==> src/rtl/uart_cmd_sequencer_if.sv <==
// Handshake bundle between the command sequencer and its payload FIFO,
// UART transmitter/receiver and result FIFO.
interface uart_cmd_sequencer_if;
    logic       start;
    logic [7:0] pay_len;
    logic [7:0] pay_byte;
    logic       pay_empty;
    logic       pay_valid;
    logic       pay_rd_en;
    logic [7:0] tx_byte;
    logic       tx_en;
    logic       tx_busy;
    logic [7:0] rx_byte;
    logic       rx_ready;
    logic [7:0] res_byte;
    logic       res_wr_en;
    logic       busy;
    logic       done;
    logic       err;

    modport master (
        input  start, pay_len, pay_byte, pay_empty, pay_valid,
        input  tx_busy, rx_byte, rx_ready,
        output pay_rd_en, tx_byte, tx_en, res_byte, res_wr_en,
        output busy, done, err
    );

    modport slave (
        output start, pay_len, pay_byte, pay_empty, pay_valid,
        output tx_busy, rx_byte, rx_ready,
        input  pay_rd_en, tx_byte, tx_en, res_byte, res_wr_en,
        input  busy, done, err
    );
endinterface

==> src/rtl/uart_cmd_sequencer.sv <==
// Host-side UART command initiator: frames FF, payload, FE, 7F, 7E to the
// transmitter, then gathers the readback bytes into the result FIFO.
module uart_cmd_sequencer #(
    parameter int WRITE_WAIT = 4096,
    parameter int RX_TIMEOUT = 1000000,
    parameter int CNT_W      = 20
) (
    input  logic                  clk_100,
    input  logic                  Reset_n,
    uart_cmd_sequencer_if.master  cmd
);

    typedef enum logic [3:0] {
        S_IDLE,
        S_SEND_START,
        S_FETCH,
        S_WAIT_DATA,
        S_SEND_DATA,
        S_SEND_STOP,
        S_SEND_WRITE,
        S_WAIT_WR,
        S_SEND_XMIT,
        S_COLLECT,
        S_DONE,
        S_TX_WAIT
    } state_e;

    localparam logic [CNT_W-1:0] WW_LAST = CNT_W'(WRITE_WAIT - 1);
    localparam logic [CNT_W-1:0] RT_LAST = CNT_W'(RX_TIMEOUT - 1);

    state_e           state_q;
    state_e           ret_q;
    logic [7:0]       len_q;
    logic [7:0]       plen_q;
    logic [7:0]       rcnt_q;
    logic [7:0]       data_q;
    logic [CNT_W-1:0] cnt_q;
    logic [1:0]       wcnt_q;
    logic             abort_q;
    logic [7:0]       tx_byte_q;
    logic             tx_en_q;
    logic             pay_rd_en_q;
    logic [7:0]       res_byte_q;
    logic             res_wr_en_q;
    logic             busy_q;
    logic             done_q;
    logic             err_q;

    logic             snd_req_d;
    logic [7:0]       snd_byte_d;
    state_e           snd_ret_d;
    logic             data_bad;
    logic             tx_go;

    assign data_bad = (data_q == 8'hFE) || (data_q == 8'hFF);
    assign tx_go    = snd_req_d && !cmd.tx_busy;

    // Which byte each SEND state launches and where it resumes afterwards
    always_comb begin
        snd_req_d  = 1'b0;
        snd_byte_d = 8'h00;
        snd_ret_d  = S_IDLE;
        unique case (state_q)
            S_SEND_START: begin
                snd_req_d  = 1'b1;
                snd_byte_d = 8'hFF;
                snd_ret_d  = (len_q != 8'd0) ? S_FETCH : S_SEND_STOP;
            end
            S_SEND_DATA: begin
                snd_req_d  = !data_bad;
                snd_byte_d = data_q;
                snd_ret_d  = (len_q > 8'd1) ? S_FETCH : S_SEND_STOP;
            end
            S_SEND_STOP: begin
                snd_req_d  = 1'b1;
                snd_byte_d = 8'hFE;
                snd_ret_d  = abort_q ? S_DONE : S_SEND_WRITE;
            end
            S_SEND_WRITE: begin
                snd_req_d  = 1'b1;
                snd_byte_d = 8'h7F;
                snd_ret_d  = S_WAIT_WR;
            end
            S_SEND_XMIT: begin
                snd_req_d  = 1'b1;
                snd_byte_d = 8'h7E;
                snd_ret_d  = S_COLLECT;
            end
            default: ;
        endcase
    end

    always_ff @(posedge clk_100 or negedge Reset_n) begin
        if (!Reset_n) begin
            state_q     <= S_IDLE;
            ret_q       <= S_IDLE;
            len_q       <= 8'd0;
            plen_q      <= 8'd0;
            rcnt_q      <= 8'd0;
            data_q      <= 8'd0;
            cnt_q       <= '0;
            wcnt_q      <= 2'd0;
            abort_q     <= 1'b0;
            tx_byte_q   <= 8'd0;
            tx_en_q     <= 1'b0;
            pay_rd_en_q <= 1'b0;
            res_byte_q  <= 8'd0;
            res_wr_en_q <= 1'b0;
            busy_q      <= 1'b0;
            done_q      <= 1'b0;
            err_q       <= 1'b0;
        end else begin
            tx_en_q     <= 1'b0;
            pay_rd_en_q <= 1'b0;
            res_wr_en_q <= 1'b0;
            done_q      <= 1'b0;
            unique case (state_q)
                S_IDLE: begin
                    if (cmd.start && !cmd.tx_busy) begin
                        len_q   <= cmd.pay_len;
                        plen_q  <= cmd.pay_len;
                        err_q   <= 1'b0;
                        abort_q <= 1'b0;
                        busy_q  <= 1'b1;
                        state_q <= S_SEND_START;
                    end
                end
                S_FETCH: begin
                    if (!cmd.pay_empty) begin
                        pay_rd_en_q <= 1'b1;
                        state_q     <= S_WAIT_DATA;
                    end
                end
                S_WAIT_DATA: begin
                    if (cmd.pay_valid) begin
                        data_q  <= cmd.pay_byte;
                        state_q <= S_SEND_DATA;
                    end
                end
                S_SEND_DATA: begin
                    // A framing byte inside the payload would desync the responder
                    if (data_bad) begin
                        abort_q <= 1'b1;
                        state_q <= S_SEND_STOP;
                    end else if (tx_go && len_q != 8'd0) begin
                        len_q <= len_q - 8'd1;
                    end
                end
                S_SEND_WRITE: begin
                    if (tx_go) cnt_q <= '0;
                end
                S_WAIT_WR: begin
                    if (cnt_q == WW_LAST) begin
                        cnt_q   <= '0;
                        state_q <= S_SEND_XMIT;
                    end else begin
                        cnt_q <= cnt_q + CNT_W'(1);
                    end
                end
                S_SEND_XMIT: begin
                    if (tx_go) begin
                        rcnt_q <= plen_q;
                        cnt_q  <= '0;
                    end
                end
                S_COLLECT: begin
                    if (rcnt_q == 8'd0) begin
                        state_q <= S_DONE;
                    end else if (cmd.rx_ready) begin
                        res_byte_q  <= cmd.rx_byte;
                        res_wr_en_q <= 1'b1;
                        rcnt_q      <= rcnt_q - 8'd1;
                        cnt_q       <= '0;
                        if (rcnt_q == 8'd1) state_q <= S_DONE;
                    end else if (cnt_q == RT_LAST) begin
                        abort_q <= 1'b1;
                        state_q <= S_DONE;
                    end else begin
                        cnt_q <= cnt_q + CNT_W'(1);
                    end
                end
                S_DONE: begin
                    done_q  <= 1'b1;
                    busy_q  <= 1'b0;
                    err_q   <= abort_q;
                    state_q <= S_IDLE;
                end
                S_TX_WAIT: begin
                    // Transmitter raises busy a cycle late; skip two cycles first
                    if (wcnt_q != 2'd2) begin
                        wcnt_q <= wcnt_q + 2'd1;
                    end else if (!cmd.tx_busy) begin
                        state_q <= ret_q;
                    end
                end
                default: ;
            endcase
            if (tx_go) begin
                tx_byte_q <= snd_byte_d;
                tx_en_q   <= 1'b1;
                ret_q     <= snd_ret_d;
                wcnt_q    <= 2'd0;
                state_q   <= S_TX_WAIT;
            end
        end
    end

    assign cmd.tx_byte   = tx_byte_q;
    assign cmd.tx_en     = tx_en_q;
    assign cmd.pay_rd_en = pay_rd_en_q;
    assign cmd.res_byte  = res_byte_q;
    assign cmd.res_wr_en = res_wr_en_q;
    assign cmd.busy      = busy_q;
    assign cmd.done      = done_q;
    assign cmd.err       = err_q;

endmodule
==> src/flat_wrapper.sv <==
// flat-port wrapper written by rule: the top's interface ports become plain ports
module uart_cmd_sequencer_flat 
#(
    parameter int WRITE_WAIT = 4096,
    parameter int RX_TIMEOUT = 1000000,
    parameter int CNT_W      = 20
)
  (clk_100, Reset_n, cmd_start, cmd_pay_len, cmd_pay_byte, cmd_pay_empty, cmd_pay_valid, cmd_tx_busy, cmd_rx_byte, cmd_rx_ready, cmd_pay_rd_en, cmd_tx_byte, cmd_tx_en, cmd_res_byte, cmd_res_wr_en, cmd_busy, cmd_done, cmd_err);
  uart_cmd_sequencer_if cmd_i ();
  input  logic clk_100;
  input  logic Reset_n;
  input wire logic [$bits(cmd_i.start)-1:0] cmd_start;
  input wire logic [$bits(cmd_i.pay_len)-1:0] cmd_pay_len;
  input wire logic [$bits(cmd_i.pay_byte)-1:0] cmd_pay_byte;
  input wire logic [$bits(cmd_i.pay_empty)-1:0] cmd_pay_empty;
  input wire logic [$bits(cmd_i.pay_valid)-1:0] cmd_pay_valid;
  input wire logic [$bits(cmd_i.tx_busy)-1:0] cmd_tx_busy;
  input wire logic [$bits(cmd_i.rx_byte)-1:0] cmd_rx_byte;
  input wire logic [$bits(cmd_i.rx_ready)-1:0] cmd_rx_ready;
  output wire logic [$bits(cmd_i.pay_rd_en)-1:0] cmd_pay_rd_en;
  output wire logic [$bits(cmd_i.tx_byte)-1:0] cmd_tx_byte;
  output wire logic [$bits(cmd_i.tx_en)-1:0] cmd_tx_en;
  output wire logic [$bits(cmd_i.res_byte)-1:0] cmd_res_byte;
  output wire logic [$bits(cmd_i.res_wr_en)-1:0] cmd_res_wr_en;
  output wire logic [$bits(cmd_i.busy)-1:0] cmd_busy;
  output wire logic [$bits(cmd_i.done)-1:0] cmd_done;
  output wire logic [$bits(cmd_i.err)-1:0] cmd_err;
  assign cmd_i.start = cmd_start;
  assign cmd_i.pay_len = cmd_pay_len;
  assign cmd_i.pay_byte = cmd_pay_byte;
  assign cmd_i.pay_empty = cmd_pay_empty;
  assign cmd_i.pay_valid = cmd_pay_valid;
  assign cmd_i.tx_busy = cmd_tx_busy;
  assign cmd_i.rx_byte = cmd_rx_byte;
  assign cmd_i.rx_ready = cmd_rx_ready;
  assign cmd_pay_rd_en = cmd_i.pay_rd_en;
  assign cmd_tx_byte = cmd_i.tx_byte;
  assign cmd_tx_en = cmd_i.tx_en;
  assign cmd_res_byte = cmd_i.res_byte;
  assign cmd_res_wr_en = cmd_i.res_wr_en;
  assign cmd_busy = cmd_i.busy;
  assign cmd_done = cmd_i.done;
  assign cmd_err = cmd_i.err;
  uart_cmd_sequencer #(.WRITE_WAIT(WRITE_WAIT), .RX_TIMEOUT(RX_TIMEOUT), .CNT_W(CNT_W)) u_core (.clk_100(clk_100), .Reset_n(Reset_n), .cmd(cmd_i));
endmodule
==> config.mk <==
export PLATFORM = sky130hd
export DESIGN_NAME = uart_cmd_sequencer_flat
export DESIGN_NICKNAME = d
export VERILOG_FILES = /design/src/rtl/uart_cmd_sequencer_if.sv /design/src/rtl/uart_cmd_sequencer.sv /design/src/flat_wrapper.sv
export SDC_FILE = /design/constraint.sdc
export NUM_CORES = 1
export LEC_CHECK = 0
export CAP_MARGIN = 40
export CELL_PAD_IN_SITES_DETAIL_PLACEMENT = 0
export CELL_PAD_IN_SITES_GLOBAL_PLACEMENT = 1
export CORE_ASPECT_RATIO = 1.25
export CORE_MARGIN = 2
export CORE_UTILIZATION = 45
export CTS_BUF_LIST = sky130_fd_sc_hd__clkbuf_8
export DETAILED_ROUTE_END_ITERATION = 10
export DONT_BUFFER_PORTS = 1
export GPL_TIMING_DRIVEN = 0
export PLACE_DENSITY_LB_ADDON = 0.1
export SLEW_MARGIN = 20
export SYNTH_ARGS = -nofsm -noshare
export SYNTH_HDL_FRONTEND = slang
export SYNTH_SLANG_ARGS = --single-unit
==> constraint.sdc <==
create_clock -name clk_100 -period 3.69 [get_ports clk_100]
set_clock_uncertainty 0.2 [all_clocks]
set_input_delay 0.738 -clock clk_100 [delete_from_list [all_inputs] [get_ports clk_100]]
set_output_delay 0.738 -clock clk_100 [all_outputs]
set_load 0.005 [all_outputs]
==> results of run 1 <==
cell type report:
cell class                 instances  area share
sequential                        85      0.4209
timing repair buffer               3    0.007923
inverter                          19     0.01411
tap                              129     0.03194
buffer                            23     0.02204
clock buffer                       9     0.02451
clock inverter                     7     0.01486
multi-input combinational        384      0.4637
cells by family (layout without fill, tap and decap cells):
family	count (synthesis)	after routing	share of synthesized area
DFF	85	85	0.4577
and+or+nand+nor	223	223	0.2380
adders and majority gates	7	7	0.01885
xor gates and xnor gates	1	1	0.001885
AOI/OAI and AO/OA	135	135	0.2030
buffers and inverters	42	61	0.03931
muxes	18	18	0.04120
where the power goes:
group | internal, uW | switching, uW
logic | 596 | 899
clock network | 315 | 365
registers | 1280 | 306
sequential cells by signal (all words and copies together), names as in the netlist, 2 cells and up:
| signal | count |
|---|---|
| u_core.cnt_q | 20 |
| u_core.cmd.res_byte | 8 |
| u_core.cmd.tx_byte | 8 |
| u_core.data_q | 8 |
| u_core.len_q | 8 |
| u_core.plen_q | 8 |
| u_core.rcnt_q | 8 |
| u_core.ret_q | 4 |
| u_core.state_q | 4 |
| u_core.wcnt_q | 2 |
repair_timing:
action                                 4_1_cts  5_1_grt
endpoints found under the hold margin       85        0
gates resized for setup                      0        0
hold buffers                                 1        0
critical path: cells and delay by family, from the launching register on:
| family | cells | cell delay, ns |
|---|---|---|
| compound gates | 4 | 0.82 |
| fa+ha+maj | 1 | 0.17 |
| buf+inv | 3 | 0.91 |
| flops | 1 | 0.46 |
| simple gates | 1 | 0.41 |
cell usage in the layout, fill, tap and decap left out, drive strengths merged, types with 3 or more instances in the layout:
cell	count
a211o	14
a211oi	5
a21oi	20
a22o	14
a22oi	4
a31oi	8
and3	3
and4	4
buf	9
clkbuf	26
clkinv	4
clkinvlp	3
dfrtp	85
ha	7
inv	18
mux2	9
mux2i	9
nand2	76
nand2b	6
nand3	11
nand4	15
nor2	61
nor3	9
nor3b	4
nor4	6
o211ai	3
o21ai	33
o22a	5
o22ai	4
o31a	4
o31ai	5
or2	5
or3	7
or4	5
worst paths after layout:
kind / start / endpoint / slack, ns
max in group asynchronous: Reset_n / u_core.cmd.tx_byte[5] / 2.89
setup / recovery: u_core.rcnt_q[0] / u_core.rcnt_q[7] / 0.64
min in group clk_100: cmd_pay_empty / u_core.cmd.pay_rd_en / 0.23
setup reg to reg: u_core.rcnt_q[0] / u_core.rcnt_q[7] / 0.64
hold / removal: Reset_n / u_core.cnt_q[7] / 0.07
hold reg to reg: u_core.plen_q[1] / u_core.plen_q[1] / 0.30
per-stage QoR:
stage | setup WS (ns) | hold WS, ns
3_3_place_gp | 0.4653 | 0.2454
5_1_grt | 0.2975 | 0.09452
6_report | 0.6393 | 0.06791
3_5_place_dp | 0.5333 | 0.2459
4_1_cts | 0.4987 | 0.08226
2_1_floorplan | 1.023 | 0.2398
layer usage:
| metal | vias up | GRT usage | routed length (um) | part of all wire |
|---|---|---|---|---|
| li1 | 1902 | - | - | - |
| met1 | 1919 | 0.2965 | 5250 | 0.45 |
| met2 | 69 | 0.3582 | 5753 | 0.49 |
| met3 | 14 | 0.04417 | 503 | 0.043 |
| met4 | 0 | 0.07790 | 222 | 0.019 |
| met5 | - | 0 | 0 | 0 |
==> flow_summary.toml, run 1 <==
[setup_path]
worst_setup_path_start_kind = "flip-flop"
crit_chain = "inv_1 -> ha_1 -> nor4b_1 -> a211o_1 -> clkbuf_1 -> o31a_1 -> clkbuf_1 -> o21ai_0 -> o21ai_0"
critical_path_class = "reg2reg"
worst_path_largest_cell_delay_ns = 0.46
critical_path.endpoint_type = "flip-flop"
cp_data_arrival_time_ns = 3.15
cp.required_ns = 3.79
worstRegToRegCells = 9
cpMaxStageDelayCell = "sky130_fd_sc_hd__dfrtp_1"
timing.critical_path.fanout_max = 10

[clock_tree]
cts_root_buf = "sky130_fd_sc_hd__clkbuf_8"
cts_setup_buffers = 0
cts_buffer_depth = 2
cts_tree = "done"
worst_setup_hold_path_clk_slew_ns = 0.09
numCtsBuffers = 9
clkSinkCount = 85
clock_latency_ns = 0.37
cts-htree-levels = 3

[grt]
number_of_antenna_violations_at_the_first_check_in_global_routing = 0
grt_first_pass_wirelength_mm = 19.51
globalRoute.totalOverflow = 0
largest_net_degree_at_the_start_of_global_routing = 86
number_of_global_route_vias_before_repair = 3756
grt_use_total = 0.2224

[final_layout]
final_cells = 659
post-route-util = 0.5026
stdcell_area_mm2 = 0.005054
area.growth.synth_to_final_pct = 8.751
multi_input_comb_area_mm2 = 0.002344
regArea_mm2 = 0.002127
antennaDiodeCount = 0
fin_nets = 563
fill_cells = 1016
post_route_cells_drive_above_1_share = 0.08868

[worst_hold_path]
worst_hold_path_type = "in2async"

[detailed_routing]
final_antenna_net_count = 0
wire_per_inst_um = 17.80
via_per_inst = 5.924
dr.pass1.iters = 4
drtIter0Drc = 167
drcViolationCount = 0
num_vias = 3904
finalWirelength_mm = 11.73

[die]
initial_util = 0.4622
boundaryPins = 53
placement_rows = 41
die_x_um = 94.89
core_mm2 = 0.01005
die_footprint_mm2 = 0.01116
dieHeight_um = 117.6

[timing]
min_period_over_period = 0.8267
drv_slew = 0
worst_pin_slew_ns = 0.8538
slew_headroom = 0.4261
report.final.setup_viol = 0
rsz0062_at_grt = "no"
setup-tns-final_ns = 0
report.final.hold_viol_count = 0
final_period_minus_worst_setup_slack_ns = 3.051
highest_clock_rate_ghz = 0.3278

[pwr]
vdd_ir_drop_max_mv = 0.3958
power_leakage_uw = 0.002118
p_per_area_mw_per_mm2 = 743.7
design_power_total_uw = 3759

[logic_synthesis]
synth_fp_nets = 549
ys_warn_count = 0
asyncSetResetFlopFracSynth = 1.000
post_synth_most_frequent_cells = "sky130_fd_sc_hd__dfrtp_1 (85), sky130_fd_sc_hd__nand2_1 (76), sky130_fd_sc_hd__nor2_1 (61)"
synth.largest_area_cell = "sky130_fd_sc_hd__dfrtp_1"
synth_top_area_frac = 0.4577
number_of_distinct_library_cell_variants_in_the_gate_level_netlist_after_synthesis = 61
synth_cells = 511
yosys_register_bits = 85
synth_edf_count = 0
syn-cell-area_mm2 = 0.004647
synth.yosys.seq_area_share = 0.4577
avgSynthCellArea_um2 = 9.094
synth_area_leaders = "sky130_fd_sc_hd__dfrtp_1 (46%), sky130_fd_sc_hd__nand2_1 (6.1%), sky130_fd_sc_hd__nor2_1 (4.9%)"
synth_most_common_cell = "sky130_fd_sc_hd__dfrtp_1"
ys.flop_type = "sky130_fd_sc_hd__dfrtp_1"

[placed_design]
place_area_mm2 = 0.004822
dpl.cell_count = 641
gp_routability_congestion = 0.8587
portBuffers = 0
place_hpwl_mm = 8.414

[status]
outcome = "finished clean"

[run]
max_cap_violations = 0
Power figures use the tool's default switching activity.
==> run 2, diff against run 1 <==
clock period = 2.77 ns   (was 3.69 ns; I/O delays follow)
==> flow_summary.toml, run 2 (synthesis gave the netlist of run 1 again) <==
[die]
core_mm2 = 0.01005
dieHeight_um = 117.6
placement_rows = 41
die_footprint_mm2 = 0.01116
boundaryPins = 53
initial_util = 0.4622
die_x_um = 94.89

[final_layout]
area.growth.synth_to_final_pct = 13.19
final_cell_mix = "sky130_fd_sc_hd__dfrtp_1 (81), sky130_fd_sc_hd__nand2_1 (76), sky130_fd_sc_hd__nor2_1 (61)"
regMostFlops = "u_core.cnt_q"
multi_input_comb_area_mm2 = 0.002399
layout_commonest_cell = "sky130_fd_sc_hd__dfrtp_1"
post-route-util = 0.5231
fin_nets = 579
fill_cells = 997
post_route_cells_drive_above_1_share = 0.1520
largest_register_ff_count = 20
regArea_mm2 = 0.002132
final_cells = 675
antennaDiodeCount = 0

[clock_tree]
cts_root_buf = "sky130_fd_sc_hd__clkbuf_8"
cts_tree = "done"
clkSinkCount = 85
worst_setup_hold_path_clk_slew_ns = 0.09
clock_latency_ns = 0.37
numCtsBuffers = 9
cts-htree-levels = 3
cts_buffer_depth = 2

[grt]
number_of_global_route_vias_before_repair = 3862
grt_use_total = 0.2282
number_of_antenna_violations_at_the_first_check_in_global_routing = 0
grt_first_pass_wirelength_mm = 20.07
largest_net_degree_at_the_start_of_global_routing = 86
globalRoute.totalOverflow = 0

[timing]
drv_slew = 0
rsz0062_at_grt = "yes"
slew_headroom = 0.4366
report.final.hold_viol_count = 0
worst_slack_ns = 0.07085
setup-tns-final_ns = 0
finalHoldWorstSlack_ns = 0.04463
report.final.setup_viol = 0
min_period_over_period = 0.9744
highest_clock_rate_ghz = 0.3705
worst_pin_slew_ns = 0.8381
final_period_minus_worst_setup_slack_ns = 2.699

[detailed_routing]
final_antenna_net_count = 0
via_per_inst = 5.966
dr.pass1.iters = 5
num_vias = 4027
drtIter0Drc = 215
finalWirelength_mm = 12.04
wire_per_inst_um = 17.84
drcViolationCount = 0

[worst_hold_path]
worst_hold_path_type = "in2reg"
min_to = "u_core.cmd.pay_rd_en"
timing.hold.worst_path_depth = 1
timing.hold.worst.start = "cmd_pay_empty"

[setup_path]
rr_startpoint = "u_core.cnt_q[6]"
crit_path_frequent_cell = "sky130_fd_sc_hd__buf_4"
critical_path.endpoint_type = "flip-flop"
worst_setup_path_start_kind = "flip-flop"
crit_chain = "or4bb_1 -> or4_4 -> buf_4 -> nor4_4 -> buf_4 -> buf_6 -> o41ai_1 -> a22o_1"
cpMaxStageDelayCell = "sky130_fd_sc_hd__or4_4"
worstRegToRegCells = 8
cp.required_ns = 2.84
cp_data_arrival_time_ns = 2.77
critical_path_class = "reg2reg"
r2r_end = "u_core.cnt_q[17]"
timing.critical_path.fanout_max = 6
worst_path_largest_cell_delay_ns = 0.53
rrSetupSlack_ns = 0.07

[pwr]
p_per_area_mw_per_mm2 = 967.4
vdd_ir_drop_max_mv = 0.4979
power_leakage_uw = 0.002219

[placed_design]
placement.setup.worst_slack_ns = -0.3867
portBuffers = 0
place_hpwl_mm = 8.414
gp_routability_congestion = 0.8587
dpl.cell_count = 641

[status]
outcome = "finished clean"

[run]
max_cap_violations = 0
[run 2: cell count changes in the layout (fill, tap and decap cells not counted), moves of 4 or more]
cell	before	now
sky130_fd_sc_hd__dfrtp_1	85	81
sky130_fd_sc_hd__dfrtp_2	0	4
sky130_fd_sc_hd__clkbuf_1	15	9
sky130_fd_sc_hd__buf_4	1	17
[run 2: metrics by stage]
step	total power (uW)	instance area [um^2]
floorplan	3548	4647
global placement	4033	4808
detailed placement	4093	4822
CTS	5092	5146
global route	5528	5260
finish	5089	5260
[run 2: worst max path at each step]
stage / cells after the start / slack [ns] / start / endpoint
after floorplan: 7 / 0.10 / u_core.cnt_q[14] / u_core.cnt_q[10]
after global placement: 8 / -0.45 / u_core.rcnt_q[0] / u_core.cnt_q[17]
after detailed placement: 9 / -0.39 / u_core.state_q[1] / u_core.ret_q[2]
after CTS: 7 / 0.002 / u_core.cnt_q[14] / u_core.cnt_q[9]
after global routing: 6 / -0.00008 / u_core.cnt_q[14] / u_core.cnt_q[4]
final: 8 / 0.07 / u_core.cnt_q[6] / u_core.cnt_q[17]
[run 2: critical path: cells and delay by family (launching register included)]
family	cells	cell delay (ns)
simple gates	3	1.21
buf+inv	3	0.46
flops	1	0.45
compound gates	2	0.28
[run 2: cell type report]
cell class              count  share of cell area
inverters                  19             0.01380
flip-flops and latches     85              0.4053
clock buffers               9             0.02355
repair buffers             22             0.03663
plain buffers              20             0.01974
multi-input cells         384              0.4560
clock inverters             7             0.01427
well taps                 129             0.03069
[run 2: layer usage]
layer,GRT usage,part of all wire,vias up
li1,-,-,1937
met1,0.3019,0.44,1974
met2,0.3670,0.50,97
met3,0.04545,0.042,19
met4,0.08514,0.023,0
met5,0,0,-
[run 2: timing repair]
action / 4_1_cts / 5_1_grt
pin swaps: 2 / 7
resized for setup: 8 / 21
gates cloned: 0 / 2
buffers inserted: 8 / 9
hold buffers: 2 / 0
setup endpoints to repair: 52 / 36
hold endpoints to repair: 85 / 0
[run 2: power by group]
group / switching (uW) / leakage (uW) / total [uW] / internal, uW
clock network: 479 / 0.0000918 / 898 / 419
logic: 1230 / 0.00106 / 2080 / 851
registers: 413 / 0.00107 / 2110 / 1700
total: 2120 / 0.00222 / 5090 / 2970
